### src/rtl/mem_arbiter.sv
// Purpose: shares one RAM port among NCPU dcache and NCPU icache ports, locking the grant for a block transfer.
// Latency: 1 IDLE cycle of arbitration, then RAM strobes driven combinationally from the owner's live inputs.
// Backpressure: the owner sees wait = !ram_ready, every other requester sees wait = 1 until it is granted.
// Optional: define ARB_PERF_EN to add per-slot grant counters and a global wait-cycle counter.
module mem_arbiter #(
  parameter int NCPU      = 2,
  parameter int BURST_MAX = 8
) (
  input  logic                 CLK,
  input  logic                 nRST,
  input  logic [NCPU-1:0]      dREN,
  input  logic [NCPU-1:0]      dWEN,
  input  logic [NCPU*32-1:0]   daddr,
  input  logic [NCPU*32-1:0]   dstore,
  input  logic [NCPU-1:0]      iREN,
  input  logic [NCPU*32-1:0]   iaddr,
  output logic [NCPU-1:0]      dwait,
  output logic [NCPU-1:0]      iwait,
  output logic [NCPU*32-1:0]   dload,
  output logic [NCPU*32-1:0]   iload,
  output logic                 ramREN,
  output logic                 ramWEN,
  output logic [31:0]          ramaddr,
  output logic [31:0]          ramstore,
  input  logic [31:0]          ramload,
  input  logic                 ram_ready
`ifdef ARB_PERF_EN
  ,
  output logic [2*NCPU*32-1:0] perf_grants,
  output logic [31:0]          perf_wait_cycles
`endif
);

  localparam int NSLOT = 2 * NCPU;
  localparam int SW    = (NSLOT > 1) ? $clog2(NSLOT) : 1;
  localparam int PW    = (NCPU > 1) ? $clog2(NCPU) : 1;
  localparam int CW    = (BURST_MAX > 1) ? $clog2(BURST_MAX) : 1;

  typedef enum logic {IDLE, BUSY} state_t;

  state_t          state, state_nxt;
  logic [SW-1:0]   owner, owner_nxt;
  logic [PW-1:0]   rr_ptr, rr_ptr_nxt;
  logic [CW-1:0]   word_cnt, word_cnt_nxt;

  logic [NCPU-1:0] d_act;
  logic            win_vld;
  logic [SW-1:0]   win_slot;
  logic            owner_req;
  logic            word_done;
  int              oc;

  assign d_act = dREN | dWEN;

  // Round-robin winner search starting at rr_ptr; dcache beats icache within a CPU.
  always_comb begin
    win_vld  = 1'b0;
    win_slot = '0;
    for (int i = 0; i < NCPU; i++) begin
      if (!win_vld) begin
        if (d_act[(int'(rr_ptr) + i) % NCPU]) begin
          win_vld  = 1'b1;
          win_slot = SW'(2 * ((int'(rr_ptr) + i) % NCPU));
        end else if (iREN[(int'(rr_ptr) + i) % NCPU]) begin
          win_vld  = 1'b1;
          win_slot = SW'(2 * ((int'(rr_ptr) + i) % NCPU) + 1);
        end
      end
    end
  end

  // Owner datapath, wait generation and FSM next state.
  always_comb begin
    dwait        = '1;
    iwait        = '1;
    dload        = '0;
    iload        = '0;
    ramREN       = 1'b0;
    ramWEN       = 1'b0;
    ramaddr      = '0;
    ramstore     = '0;
    owner_req    = 1'b0;
    word_done    = 1'b0;
    oc           = int'(owner) / 2;
    state_nxt    = state;
    owner_nxt    = owner;
    rr_ptr_nxt   = rr_ptr;
    word_cnt_nxt = word_cnt;
    case (state)
      IDLE: begin
        if (win_vld) begin
          state_nxt = BUSY;
          owner_nxt = win_slot;
        end
      end
      BUSY: begin
        // A dropped request suppresses the strobe even if ram_ready rises that cycle.
        if (owner[0]) begin
          owner_req = iREN[oc];
          if (owner_req) begin
            ramREN            = 1'b1;
            ramaddr           = iaddr[oc*32 +: 32];
            iwait[oc]         = !ram_ready;
            iload[oc*32 +: 32] = ramload;
          end
        end else begin
          owner_req = d_act[oc];
          if (owner_req) begin
            ramWEN    = dWEN[oc];
            ramREN    = !dWEN[oc];
            ramaddr   = daddr[oc*32 +: 32];
            ramstore  = dstore[oc*32 +: 32];
            dwait[oc] = !ram_ready;
            if (!dWEN[oc]) dload[oc*32 +: 32] = ramload;
          end
        end
        word_done = owner_req && ram_ready;
        if (!owner_req || (word_done && word_cnt == CW'(BURST_MAX - 1))) begin
          state_nxt    = IDLE;
          rr_ptr_nxt   = PW'((oc + 1) % NCPU);
          word_cnt_nxt = '0;
        end else if (word_done) begin
          word_cnt_nxt = word_cnt + 1'b1;
        end
      end
      default: state_nxt = IDLE;
    endcase
  end

  // FSM and arbitration state registers; reset aborts any transfer at once.
  always_ff @(posedge CLK or negedge nRST) begin
    if (!nRST) begin
      state    <= IDLE;
      owner    <= '0;
      rr_ptr   <= '0;
      word_cnt <= '0;
    end else begin
      state    <= state_nxt;
      owner    <= owner_nxt;
      rr_ptr   <= rr_ptr_nxt;
      word_cnt <= word_cnt_nxt;
    end
  end

`ifdef ARB_PERF_EN
  logic [NSLOT-1:0] slot_act;
  logic [NSLOT-1:0] slot_served;

  // Slot activity and the slot currently being served, for the wait counter.
  always_comb begin
    slot_act    = '0;
    slot_served = '0;
    for (int k = 0; k < NCPU; k++) begin
      slot_act[2*k]   = d_act[k];
      slot_act[2*k+1] = iREN[k];
    end
    if (state == BUSY) slot_served[owner] = 1'b1;
  end

  // Saturating grant and wait counters.
  always_ff @(posedge CLK or negedge nRST) begin
    if (!nRST) begin
      perf_grants      <= '0;
      perf_wait_cycles <= '0;
    end else begin
      if (state == IDLE && win_vld && perf_grants[int'(win_slot)*32 +: 32] != 32'hFFFF_FFFF)
        perf_grants[int'(win_slot)*32 +: 32] <= perf_grants[int'(win_slot)*32 +: 32] + 32'd1;
      if (|(slot_act & ~slot_served) && perf_wait_cycles != 32'hFFFF_FFFF)
        perf_wait_cycles <= perf_wait_cycles + 32'd1;
    end
  end
`endif

endmodule
### config.mk
export PLATFORM = sky130hd
export DESIGN_NAME = mem_arbiter
export DESIGN_NICKNAME = d
export VERILOG_FILES = /design/src/rtl/mem_arbiter.sv
export SDC_FILE = /design/constraint.sdc
export NUM_CORES = 1
export LEC_CHECK = 0
export CAP_MARGIN = 40
export CORE_AREA = 2 2 168 170
export DETAILED_ROUTE_END_ITERATION = 6
export DIE_AREA = 0 0 170 172
export PLACE_DENSITY_LB_ADDON = 0.2
export RECOVER_POWER = 25
export SLEW_MARGIN = 20
export SYNTH_ARGS = -nofsm -noshare
export SYNTH_HDL_FRONTEND = slang
export SYNTH_SLANG_ARGS = --single-unit
### constraint.sdc
create_clock -name CLK -period 1.65 [get_ports CLK]
set_clock_uncertainty 0.1 [all_clocks]
set_input_delay 0.2475 -clock CLK [delete_from_list [all_inputs] [get_ports CLK]]
set_output_delay 0.2475 -clock CLK [all_outputs]
set_load 0.02 [all_outputs]
# After elaboration in Yosys (flattened, before gate mapping)
# Index checks and enable logic that the tools add are counted.
[totals]
regBits = 7
inputBits = 233
out_inout_bits = 198
elab_cells = 99
[classes]
add_sub_neg = 6
order_cmp = 4
n_eq_ne = 1
shift = 5
muxes = 62
bitwise_logic = 6
reduce_logical = 11
[op_table]
columns = ["cell", "n"]
rows = [
  ["$mux W64", 7],
  ["$mux W32", 7],
  ["$shiftx A64 B7 Y32", 3],
  ["$and A64 B64 Y64", 1],
  ["$shift A32 B33 Y64 const A", 1],
  ["$shiftx A32 B33 Y64", 1],
  ["$mux W1", 33],
  ["$neg A6 Y33", 1],
  ["$mux W2", 11],
  ["$mux W3", 2],
  ["$reduce_and A2 Y1", 3],
  ["$lt A1 B2 Y1 const B", 2],
  ["$or A2 B2 Y2", 2],
  ["$add A3 B1 Y3 const B", 1],
  ["$eq A3 B3 Y1 const B", 1],
  ["$logic_and A1 B1 Y1", 3],
  ["$logic_not A1 Y1", 3],
  ["$lt A2 B3 Y1 const B", 1],
  ["$add A1 B1 Y1 const B", 2],
  ["$add A2 B1 Y2 const B", 1],
  ["$add A2 B2 Y2 const B", 1],
  ["$not A2 Y2", 1],
  ["$pmux W1 S2", 1],
  ["$reduce_bool A2 Y1", 1],
  ["other kinds (5)", 5],
]

# Logic depth before layout (Yosys ltp)
[logic_depth]
ltp_word = 10
depth_mapped = 6
mapped_depth_nobuf = 5

# Worst setup path after synthesis
# OpenSTA, ideal clock, no wires.
[synth_path]
kind = "register -> output"
from = "register owner[1]"
to = "output ramREN"
arrival_ps = 1528
required_ps = 1302
path_slack_ps = -225
stages_incl_launch_ff = 7
cell_sequence = "dfrtp_1 > buf_4 > buf_2 > buf_2 > mux2i_1 > a21oi_1 > nor2b_1"
[synth_between]
elab_chain_cells = 6
elab_cells_between_ends = 11
[synth_lines]
columns = ["element", "line", "source"]
rows = [
  ["start: declaration", "42", "logic [SW-1:0] owner, owner_nxt;"],
  ["start signal: assignment", "139", "owner <= owner_nxt;"],
  ["$mux W1 (implied by the code) (2 in series)", "110", "ramREN = !dWEN[oc];"],
  ["$logic_not A1 Y1", "-", ""],
  ["$mux W1", "108", "if (owner_req) begin"],
  ["$mux W1 *", "98", "if (owner[0]) begin"],
  ["$mux W1 *", "89", "case (state)"],
  ["end: declaration", "21", "output logic ramREN,"],
]
# Every way passes the cells marked *; elsewhere a longest branch is shown, timed or not. The select of a mux whose other input is x is not followed.

# Worst setup path in the final report
[layout_path]
from = "register owner[1]"
to = "output iload[49]"
[layout_between]
elab_chain_cells = 6
elab_cells_between_ends = 9
[layout_lines]
columns = ["element", "line", "source"]
rows = [
  ["$neg A6 Y33", "104", "iload[oc*32 +: 32] = ramload;"],
  ["$shiftx A32 B33 Y64 or $shift A32 B33 Y64 (tied branches)", "104", ""],
  ["$and A64 B64 Y64 (no source line)", "-", ""],
  ["$mux W64 *", "100", "if (owner_req) begin"],
  ["$mux W64 *", "98", ""],
  ["$mux W64 *", "89", ""],
  ["end: declaration", "20", "output logic [NCPU*32-1:0] iload,"],
]
# Marks and branches as above.

==> impl_metrics.toml <==
[status]
run_status = "finished with violations"
violations = "negative setup slack"

[worst_setup_path]
crit_path_top_delay_cell = "dfrtp_4"
worstPathCellList = "buf_4, buf_6, nand2_4, buf_6, nor2_4, buf_12, clkbuf_16, buf_4, and2_1, buf_2"
cp_top_family = "buffers and inverters"
arrival_ns = 1.92
critical_path_required_ns = 1.30
critPathKind = "reg -> out"
r2r_setup_slack_ns = -0.28
crit_path_start_kind = "flop"
end_kind = "output pin"
path_max_fanout = 8
max_stage_delay_ns = 0.51
crit_buf_inv = 7

[pwr]
leakagePower_uw = 0.00435
p_per_area_mw_per_mm2 = 1350
vdd_drop_max_mv = 0.451

[logic_synthesis]
syn_inst = 428
ys_ff_latch = 7
synth_nets = 663
ys_seq_area_frac = 0.0570
postSynthAreaPerCell_um2 = 7.18
synth_area_mm2 = 0.00307
yosysWarnings = 0
synth_cell_types = 34

[clock_tree]
clkTransAtPathRegs_ns = 0.04
root_buffer = "clkbuf_16"
cts_tree = "done"
cts.htree.levels = 1
cts_buffer_depth = 2
clock_latency_ns = 0.23
cts_sinks = 7
cts_made_buffers = 3

[placement]
dp_hpwl_mm = 17.1
dp_slack_ns = -1.11
io_buffers = 430
place_area_mm2 = 0.00860
routabilityCongestion = 0.765
dpl.cell_count = 1215

[layout]
nets = 1170
post-route-util = 0.362
final_design_area_no_fill_mm2 = 0.00994
areaGrowthSynthToFinish_pct = 223
instances_no_fill = 1280
drive_gt1_frac = 0.627
n_fill_cell = 2836
antennaDiodeCount = 0

[timing]
min_period_ns = 2.27
fmaxAchievable_mhz = 440
hold_slack_ns = 0.271
finalHoldViolations = 0
worstMarginPinSlew_ns = 0.543
relSlewSlack = 0.638
layout_setup_ws_ns = -0.621
rsz0062_at_grt = "yes"
setup_viol = 203
slew_viol_final = 0
finalCritPeriodShare = 1.38

[detailed_routing]
final_antenna_net_count = 0
wl_mm = 24.0
wl_per_cell_um = 18.8
via_count = 5129
first_pass_iters = 4
drc_errors = 0
drt-vias-per-instance = 4.01
drtIter0Drc = 107

[global_routing]
gr-usage-all-layers = 0.143
first_global_vias = 5401
overflow = 0
grt_max_degree = 34
grt_pass1_wl_mm = 32.1
antenna_found_initial = 0

[die]
initial_core_util = 0.112
core_mm2 = 0.0275
ios = 431
die_area_mm2 = 0.0292
die_w_um = 170
rows = 61
die_y_um = 172

[job]
maxCapViolCount = 0

[hold_path]
hold_path_class = "in -> async"
worst paths after layout:
path,from,to,depth (start not counted)
min in group CLK,word_cnt[0],word_cnt[0],1
max in group asynchronous,nRST,owner[1],1
setup / recovery,owner[1],iload[49],10
setup reg to reg,owner[1],rr_ptr,6
hold / removal,nRST,rr_ptr,1
hold reg to reg,word_cnt[0],word_cnt[0],1
cell usage after synthesis, drive strengths merged:
cell type    n  area share
dfrtp        7       0.057
nor4b        1      0.0049
nor2b        5       0.010
nor2        74       0.091
nand2        8      0.0098
a211oi       1      0.0065
and3         2      0.0041
inv          4      0.0049
buf         21       0.036
a21oi        5      0.0081
o21ai        2      0.0033
o2bb2ai      1      0.0029
a22oi       32       0.078
nand4b       1      0.0029
a31oi        3      0.0061
nor3         3      0.0049
a21boi       1      0.0024
mux2i       34        0.11
mux2        64        0.23
nand3b       1      0.0024
mux4         1      0.0073
a21o         1      0.0024
ha           2      0.0081
a221o        1      0.0033
clkbuf      20       0.025
nand4        1      0.0020
o32a         1      0.0033
o311ai       1      0.0029
o22ai        2      0.0041
and2       128        0.26
where the power goes:
group / switching (µW) / internal (µW)
clock: 95.2 / 322
sequential: 101 / 252
combinational: 5790 / 6860
total: 5980 / 7430
cells by family after synthesis:
group,count (synthesis),share of synthesized area
DFF,7,0.0570
adders and majority gates,2,0.00814
and+or+nand+nor,224,0.393
AOI/OAI and AO/OA,51,0.123
buffers and inverters,45,0.0660
muxes,99,0.353
state kept, by name, indices dropped and copies added, names as in the netlist:
| signal | count |
|---|---|
| word_cnt | 3 |
| owner | 2 |
| rr_ptr | 1 |
| state | 1 |
worst reg2reg max path: cells and delay by family (launching register included):
kind	cells	cell delay, ns
AO/OA/AOI/OAI	2	0.36
multiplexers	1	0.41
buffers and inverters	3	0.43
flip-flops	1	0.51
cell type report:
| class | count | area [µm²] | area share |
|---|---|---|---|
| repair buffers | 543 | 5670 | 0.570 |
| well taps | 346 | 433 | 0.0436 |
| multi-input cells | 376 | 3560 | 0.359 |
| inverters | 4 | 15.0 | 0.00151 |
| clock buffers | 4 | 78.8 | 0.00793 |
| flip-flops and latches | 7 | 180 | 0.0181 |
per-layer routing:
metal | wire length, µm | vias to the layer above | track usage | part of all wire
met3 | 2150 | 23 | 0.0387 | 0.089
met2 | 12200 | 281 | 0.267 | 0.51
li1 | - | 2490 | - | -
met1 | 9300 | 2335 | 0.165 | 0.39
met4 | 358 | 0 | 0.0230 | 0.015
met5 | 0 | - | 0 | 0
stage by stage:
stage | total power, µW | TNS (ns)
after floorplan | 5520 | -3.76
after global placement | 9590 | -171.71
after detailed placement | 9570 | -169.73
after CTS | 12000 | -115.08
after global routing | 14200 | -116.98
final | 13400 | -102.85
cells in the final DEF (no fill, tap or decap), drive strengths merged, types with 2 or more instances in the layout:
cell and instances:
buf 278, clkdlybuf4s50 228, and2 128, nor2 74, mux2 64, mux2i 34
a22oi 32, clkbuf 23, clkdlybuf4s15 12, nand2 8, dfrtp 7, a21oi 5
nor2b 5, inv 4, a31oi 3, nor3 3, and3 2, o22ai 2
ha 2, bufbuf 2, dlymetal6s2s 2, o21ai 2
repair_timing:
item / in CTS / in global routing
hold buffers: 0 / 0
endpoints found under the setup margin: 203 / 204
setup buffers: 24 / 25
resized for setup: 754 / 346
pin swaps: 35 / 25
cloned: 9 / 9
No activity file was read; power rests on OpenSTA's default activity.
